## src/rtl/change_dispenser.sv

```systemverilog
// change_dispenser: turns a change amount (cents) into a greedy sequence of
// coin ejects (dollar, quarter, dime, nickel) over a valid/ack handshake.
// Optional coin inventory is enabled by defining CHANGE_DISPENSER_INVENTORY_EN.
module change_dispenser #(
   parameter int AMT_W       = 9,
   parameter int MAX_AMOUNT  = 500,
   parameter int ACK_TIMEOUT = 255,
   parameter int STOCK_W     = 8,
   parameter int INIT_STOCK  = 20
) (
   input  logic             clk,
   input  logic             rst_n,
   input  logic             start,
   input  logic [AMT_W-1:0] amount,
   output logic             eject_valid,
   output logic [1:0]       eject_coin,
   input  logic             eject_ack,
   output logic             busy,
   output logic             done,
   output logic             err,
   output logic             fault,
   output logic             short,
   output logic [AMT_W-1:0] remaining,
   input  logic             refill,
   output logic [3:0]       stock_empty
);

`ifdef CHANGE_DISPENSER_INVENTORY_EN
   localparam bit INV_EN = 1'b1;
`else
   localparam bit INV_EN = 1'b0;
`endif

   localparam int TW = $clog2(ACK_TIMEOUT + 1);

   typedef enum logic [2:0] {S_IDLE, S_CHECK, S_SELECT, S_EJECT, S_DONE} state_t;

   state_t        state, next;
   logic [TW-1:0] tcnt;
   logic          bad_req, timeout, ack_hit, pick_ok;
   logic [1:0]    pick;
   logic [3:0]    avail, elig;

   function automatic logic [AMT_W-1:0] coin_val(input logic [1:0] c);
      case (c)
         2'd0:    coin_val = AMT_W'(5);
         2'd1:    coin_val = AMT_W'(10);
         2'd2:    coin_val = AMT_W'(25);
         default: coin_val = AMT_W'(100);
      endcase
   endfunction

   assign bad_req = (remaining > AMT_W'(MAX_AMOUNT)) || ((remaining % AMT_W'(5)) != '0);
   assign timeout = (tcnt == TW'(ACK_TIMEOUT - 1));
   assign ack_hit = (state == S_EJECT) && eject_ack;

   // Greedy choice: highest-coded eligible coin wins (codes are ordered by value)
   always_comb begin
      elig    = '0;
      pick_ok = 1'b0;
      pick    = 2'd0;
      for (int c = 0; c < 4; c++) begin
         elig[c] = avail[c] && (coin_val(2'(c)) <= remaining);
         if (elig[c]) begin
            pick_ok = 1'b1;
            pick    = 2'(c);
         end
      end
   end

   // State register; reset drops eject_valid immediately since it decodes state
   always_ff @(posedge clk or negedge rst_n) begin
      if (!rst_n) state <= S_IDLE;
      else        state <= next;
   end

   // Next-state and state-decoded outputs
   always_comb begin
      next        = state;
      busy        = (state != S_IDLE);
      done        = (state == S_DONE);
      eject_valid = (state == S_EJECT);
      case (state)
         S_IDLE:   if (start) next = S_CHECK;
         S_CHECK:  next = bad_req ? S_DONE : S_SELECT;
         S_SELECT: next = (remaining == '0 || !pick_ok) ? S_DONE : S_EJECT;
         S_EJECT: begin
            if (eject_ack)    next = S_SELECT;
            else if (timeout) next = S_DONE;
         end
         S_DONE:   next = S_IDLE;
         default:  next = S_IDLE;
      endcase
   end

   // Datapath: owed amount, selected coin, ack timer and sticky status flags
   always_ff @(posedge clk or negedge rst_n) begin
      if (!rst_n) begin
         remaining  <= '0;
         eject_coin <= 2'd0;
         tcnt       <= '0;
         err        <= 1'b0;
         fault      <= 1'b0;
         short      <= 1'b0;
      end else begin
         case (state)
            S_IDLE: if (start) begin
               remaining <= amount;
               err       <= 1'b0;
               fault     <= 1'b0;
               short     <= 1'b0;
            end
            S_CHECK: if (bad_req) err <= 1'b1;
            S_SELECT: begin
               tcnt <= '0;
               if (remaining != '0) begin
                  if (pick_ok) eject_coin <= pick;
                  else         short      <= INV_EN;
               end
            end
            S_EJECT: begin
               if (eject_ack) begin
                  remaining <= remaining - coin_val(eject_coin);
                  tcnt      <= '0;
               end else if (timeout) begin
                  fault <= 1'b1;
               end else begin
                  tcnt <= tcnt + TW'(1);
               end
            end
            default: ;
         endcase
      end
   end

`ifdef CHANGE_DISPENSER_INVENTORY_EN
   logic [3:0][STOCK_W-1:0] stock;

   // Per-coin stock: refill only when not dispensing, decrement on each drop
   always_ff @(posedge clk or negedge rst_n) begin
      if (!rst_n) begin
         stock <= {4{STOCK_W'(INIT_STOCK)}};
      end else if (refill && (state == S_IDLE || state == S_DONE)) begin
         stock <= {4{STOCK_W'(INIT_STOCK)}};
      end else if (ack_hit) begin
         stock[eject_coin] <= stock[eject_coin] - STOCK_W'(1);
      end
   end

   // Empty flags double as the SELECT eligibility mask
   always_comb begin
      stock_empty = '0;
      for (int c = 0; c < 4; c++) stock_empty[c] = (stock[c] == '0);
   end
   assign avail = ~stock_empty;
`else
   logic [STOCK_W-1:0] unused_stock;
   logic               unused_ack_hit;

   // Infinite stock: every coin always eligible, refill has no effect
   assign stock_empty    = '0;
   assign avail          = '1;
   assign unused_stock   = STOCK_W'(INIT_STOCK) ^ {STOCK_W{refill}};
   assign unused_ack_hit = ack_hit;
`endif

endmodule

```

## config.mk

```make
export PLATFORM = sky130hd
export DESIGN_NAME = change_dispenser
export DESIGN_NICKNAME = d
export VERILOG_FILES = /design/src/rtl/change_dispenser.sv
export SDC_FILE = /design/constraint.sdc
export NUM_CORES = 1
export LEC_CHECK = 0
export BUFFER_PORTS_ARGS = -buffer_cell sky130_fd_sc_hd__buf_2
export CAP_MARGIN = 0
export CORE_ASPECT_RATIO = 0.5
export CORE_UTILIZATION = 61
export DETAILED_ROUTE_END_ITERATION = 8
export PLACE_DENSITY_LB_ADDON = 0.15
export SYNTH_ARGS = -nofsm -noshare
export SYNTH_HDL_FRONTEND = slang
export SYNTH_SLANG_ARGS = --single-unit
```

## constraint.sdc

```tcl
create_clock -name clk -period 7.4 [get_ports clk]
set_input_delay 0.74 -clock clk [delete_from_list [all_inputs] [get_ports clk]]
set_output_delay 0.74 -clock clk [all_outputs]
set_load 0.03 [all_outputs]
```

After elaboration in Yosys (flattened, before gate mapping). Index checks and enable logic that the tools add are counted.

Output and inout bits: 21. Latch bits: 0. Memories kept: 0. Word-level logic and storage cells: 82. Input bits: 14. Bits in read-only memories: 0. Memory bits (writable): 0. Register bits: 25.

Multiplexer cells: 31. Multipliers: 0. Reductions and logical operators: 20. Shift operators: 0. Bitwise logic cells: 0. Equality and inequality tests: 16. Divide/modulo/power cells: 1. Add/sub/neg operators: 2. Order comparisons: 5.

Operators by type and width (count): $mux 9 (4); $pmux 7 s3 (1); $pmux 9 s2 (1); $reduce_bool 9->1 (2); $mux 8 (2); $pmux 8 s2 (1); $mux 3 (5); $pmux 3 s4 (1); $mux 1 (11); $ne 2x2->1 const B (5); $gt 9x9->1 const B (1); $le 3x9->1 const A (1); $le 4x9->1 const A (1); $le 5x9->1 const A (1); $le 7x9->1 const A (1); $logic_not 9->1 (1); $mod 9x3->9 const B (1); $reduce_and 3->1 (3); $sub 9x9->9 (1); $add 8x1->8 const B (1); $eq 8x8->1 const B (1); $reduce_and 4->1 (2); $reduce_bool 2->1 (4); $eq 3x2->1 const B (2); other kinds (15) (21).

Longest topological paths before layout.
Depth in word-level cells: 9. Mapped depth: 13. Mapped depth without buffers: 13.

Least setup slack after synthesis. No wires, ideal clock.

Path type: register to register. From: reg eject_coin[0]. To: reg remaining[8]. Clock period less this slack: 2651 ps. Data required time: 7264 ps. Setup slack: 4749 ps. Cell stages (with the launch flop): 14. Setup time: 136 ps. Arrival: 2516 ps. Path buffers: 0. Path through: dfrtp_1 inv_1 ha_1 inv_1 ha_1 nor2b_1 o21ai_0 nand2b_1 a21o_1 a21o_1 a211oi_1 nor2_1 o21ai_0 o21ai_0.

Word-level cells in the longest chain between the ends: 7. Elaborated cells on any way between the ends: 9. Those cells by class: add/sub (1); eq/ne (2); mux (5); reduce/logical (1).

Ends and longest elaborated chain: from (decl) (line 16) `output logic [1:0] eject_coin,`; from (signal assigned) (line 117) `if (pick_ok) eject_coin <= pick;`; $eq 2x2->1 (tied with other cells) (line 45) `case (c)`; $pmux 7 s3 (*) (line 45); $mux 9 (*) (line 122) `if (eject_ack) begin`; $mux 9 (*) (line 106) `case (state)`; $sub 9x9->9 (*) (line 123) `remaining <= remaining - coin_val(eject_coin);`; $mux 9 (*) (line 122); $pmux 9 s2 (*) (line 106); to (signal assigned) (line 108) `remaining <= amount;`; to (signal assigned) (line 123); to (decl) (line 23) `output logic [AMT_W-1:0] remaining,`.

Mark *: on every way between the ends. The rest lies on a longest branch, timed or not. The select of a mux whose other input is x is not followed. A chain may end at the register's enable or synchronous reset.

Worst setup path after layout.
From: reg remaining[5]. To: reg state[2].

Word-level cells in the longest chain between the ends: 9. Elaborated cells on any way between the ends: 18. Those cells by class: div (1); order compare (5); mux (7); reduce/logical (5).

Ends and longest elaborated chain: branches (longest 8 deep; another with $mod 9x3->9); $pmux 3 s4 (*) (line 83) `case (state)`; to (signal assigned) (line 74) `else state <= next;`; to (decl) (line 38) `state_t state, next;`.

Every way passes the cells marked *.

==> results.md <==
* Initial antenna violation count at 0
* Lkg Pwr at 1.065 nW
* Max_cap viols at 0
* Post-route ant nets at 0
* CORE AREA at 3171 µm²
* Gr usage total at 27.89%
* Sequential-to-total area share from yosys stat at 27.86%
* Peak supply drop at 318.4 µV
* Measured slew at the worst slew-check pin at 0.8698 ns
* Async SR Flop Fraction at 100.0%
* R2R depth at 9
* FF-to-FF End: state[2]$_DFFE_PN0P_
* Synth unique cells at 57
* Nets@finish at 314
* Tmin final at 2.942 ns
* Fin Setup TNS at 0 ns
* Vias in the first global route at 1807
* Detail Placement HPWL at 3490 µm
* Postcts setup bufs at 0
* Largest net degree at the start of global routing at 25
* Clk_lat worst skew at 0.28 ns
* # H-tree levels at 1
* Startpoint types: flip-flop
* Clock Tree Root: clkbuf_8
* Outcome: completed
* Syn avg cell area at 8.014 µm²
* WS Path Type: reg -> reg
* Initial DRC count at 186
* Clock Sinks at 24
* Number of synthesized flops with an enable pin at 0
* Fin worst setup slack at 4.458 ns
* Area of the mapped netlist at 2156 µm²
* Layout fillers at 254
* Yosys top cell by area: dfrtp_1
* Place WS at 4.551 ns
* Share of the clock period used by the worst path at 39.76%
* Crit-path max FO at 16
* Number of synthesis warnings at 0
* Critical path arrival at 3.10 ns
* Worst R2R Setup Slack at 4.46 ns
* TritonRoute pass-1 iters at 4
* Area grow syn2layout at 7.951%
* WL final at 4851 µm
* Die area at 3790 µm²
* Max-slew violation count at 0
* Via density at 6.015
* Synth Instances at 269
* Clock Pin Slew Worst Setup and Hold Paths at 0.10 ns
* Number of antenna diodes at 0
* Placer Congestion at 0.8556
* Largest cells by area after synthesis: dfrtp_1 (28%), ha_1 (7.0%), a21oi_1 (5.1%)
* Num ports at 35
* Hold Vio Cnt, Final at 0
* Most common flop cell mapped by yosys: dfrtp_1
* Final Non-Filler Cells at 334
* Multi-input gate area at 1361 µm²
* Crit. Startpoint: remaining[5]$_DFFE_PN0P_
* RSZ-0062 raised after global routing: false
* Worst slew margin at 41.19%
* Die Span Y at 44.04 µm
* Endpoints failing setup at 0
* Aggregate global routing overflow at 0
* Via count at 2009
* Resized cells post-CTS at 0
* Fmax at 0.3399 GHz
* Worst hold slack at 0.4472 ns
* Global-route wire length before repair at 8259 µm
* Placed cell count at 330
* Pwr dens at 514.8 nW/µm²
* Reg2reg start: remaining[5]$_DFFE_PN0P_
* Skew final at 0.007280 ns
* Die width at 86.07 µm
* Wire per inst at 14.52 µm
* Worst hold path type: in -> async
* CP required at 7.55 ns
* Port buffer count at 28
* Num CTS Buffers at 3
* Power, Total at 0.001198 W
* Drt drc at 0
* Register Area at 600.6 µm²
* Hold buffer count at cts at 0
* Starting Density at 68.00%
* Top-area cell type share of the netlist area at 27.86%
* Clock tree buffer depth at 2
* Row cnt at 14
* CTS tree: built
* Critical path capture point type: flip-flop
* Flops & latches, synth at 24
* Layout cells sized above 1 at 15.73%
routing by layer:
| metal | GRT usage, % | share of wire, % | up-vias |
|---|---|---|---|
| met5 | 0 | 0 | - |
| met4 | 5.667 | 0.62 | 0 |
| met3 | 6.343 | 6.6 | 6 |
| met2 | 46.35 | 46 | 70 |
| met1 | 38.29 | 47 | 938 |
| li1 | - | - | 995 |
cell families (layout without fill, tap and decap cells):
| group | count (synthesis) | count (layout) | synth area share (%) |
|---|---|---|---|
| flops | 24 | 24 | 27.86 |
| buf+inv | 43 | 56 | 9.692 |
| simple gates | 89 | 89 | 22.05 |
| mux | 3 | 3 | 1.451 |
| xor+xnor | 8 | 8 | 3.599 |
| other cells | 1 | 5 | 0.1739 |
| compound gates | 88 | 88 | 27.28 |
| fa+ha+maj | 13 | 13 | 7.893 |
metrics by stage:
stage / utilization, % / area [µm²]
after global placement: 71.15 / 2256
after CTS: 73.40 / 2327
after detailed placement: 71.15 / 2256
after global routing: 73.40 / 2327
final: 73.40 / 2327
after floorplan: - / 2171
area by class of cell:
class / instances / share of cell area (%)
inverters: 23 / 3.710
flip-flops and latches: 24 / 25.81
clock inverters: 1 / 1.290
repair buffers: 29 / 6.344
well taps: 48 / 2.581
multi-input cells: 206 / 58.49
clock buffers: 3 / 1.774
where the power goes:
part	internal, W	switching [W]	total (W)
sequential	0.000174	0.000123	0.000297
combinational	0.000322	0.000460	0.000782
clock	0.0000724	0.0000473	0.000120
total	0.000568	0.000630	0.00120
cell usage after synthesis, drive strengths merged (2+ instances only):
cell type	count
dfrtp	24
a21oi	23
inv	23
nor2	23
o21ai	20
nand2	17
ha	12
a211oi	11
buf	11
clkbuf	9
nand3	9
a31oi	6
nor3	6
nand2b	5
nor2b	5
a21o	4
or2	4
or3	4
xnor2	4
xor2	4
and3	3
nor3b	3
nor4b	3
a21boi	2
a22oi	2
a311oi	2
mux2i	2
nand4	2
nor4	2
o211ai	2
o22ai	2
o31a	2
o31ai	2
worst max-delay path, stage by stage (launching register included):
cell and delay, ns:
dfrtp_1 0.56, nand2b_1 0.26, nor4b_1 0.17, a311oi_1 0.40, nand3_2 0.29, mux2_2 0.35
o221a_1 0.24, a211o_1 0.26, a211oi_1 0.20, nor3b_1 0.08
flip-flops by register name, indices dropped and copies added (netlist names):
register and count:
remaining 9, tcnt 8, state 3, eject_coin 2, err 1, fault 1
worst max-delay path by stage:
stage / endpoint / slack (ns) / cells past startpoint
2_1_floorplan: remaining[8]$_DFFE_PN0P_ / 4.75 / 13
3_3_place_gp: state[2]$_DFFE_PN0P_ / 4.56 / 9
3_5_place_dp: state[2]$_DFFE_PN0P_ / 4.55 / 9
4_1_cts: state[2]$_DFFE_PN0P_ / 4.49 / 9
5_1_grt: state[2]$_DFFE_PN0P_ / 4.28 / 9
6_report: state[2]$_DFFE_PN0P_ / 4.46 / 9
cells in the final DEF, fill, tap and decap left out, types with 2 or more instances in the layout:
cell,n
buf_2,28
dfrtp_1,24
inv_1,23
nor2_1,23
a21oi_1,22
o21ai_0,20
nand2_1,17
ha_1,12
a211oi_1,11
nand3_1,7
nor3_1,6
a31oi_1,6
nand2b_1,5
nor2b_1,5
conb_1,5
or3_1,4
a21o_1,4
xor2_1,4
and3_1,3
nor4b_1,3
xnor2_1,3
clkbuf_8,3
or2_2,2
nor3b_1,2
or2_1,2
a311oi_1,2
o211ai_1,2
a21boi_0,2
nand3_2,2
mux2i_1,2
nor4_1,2
o22ai_1,2
o31a_1,2
a22oi_1,2
nand4_1,2
No activity file was read; power rests on OpenSTA's default activity.
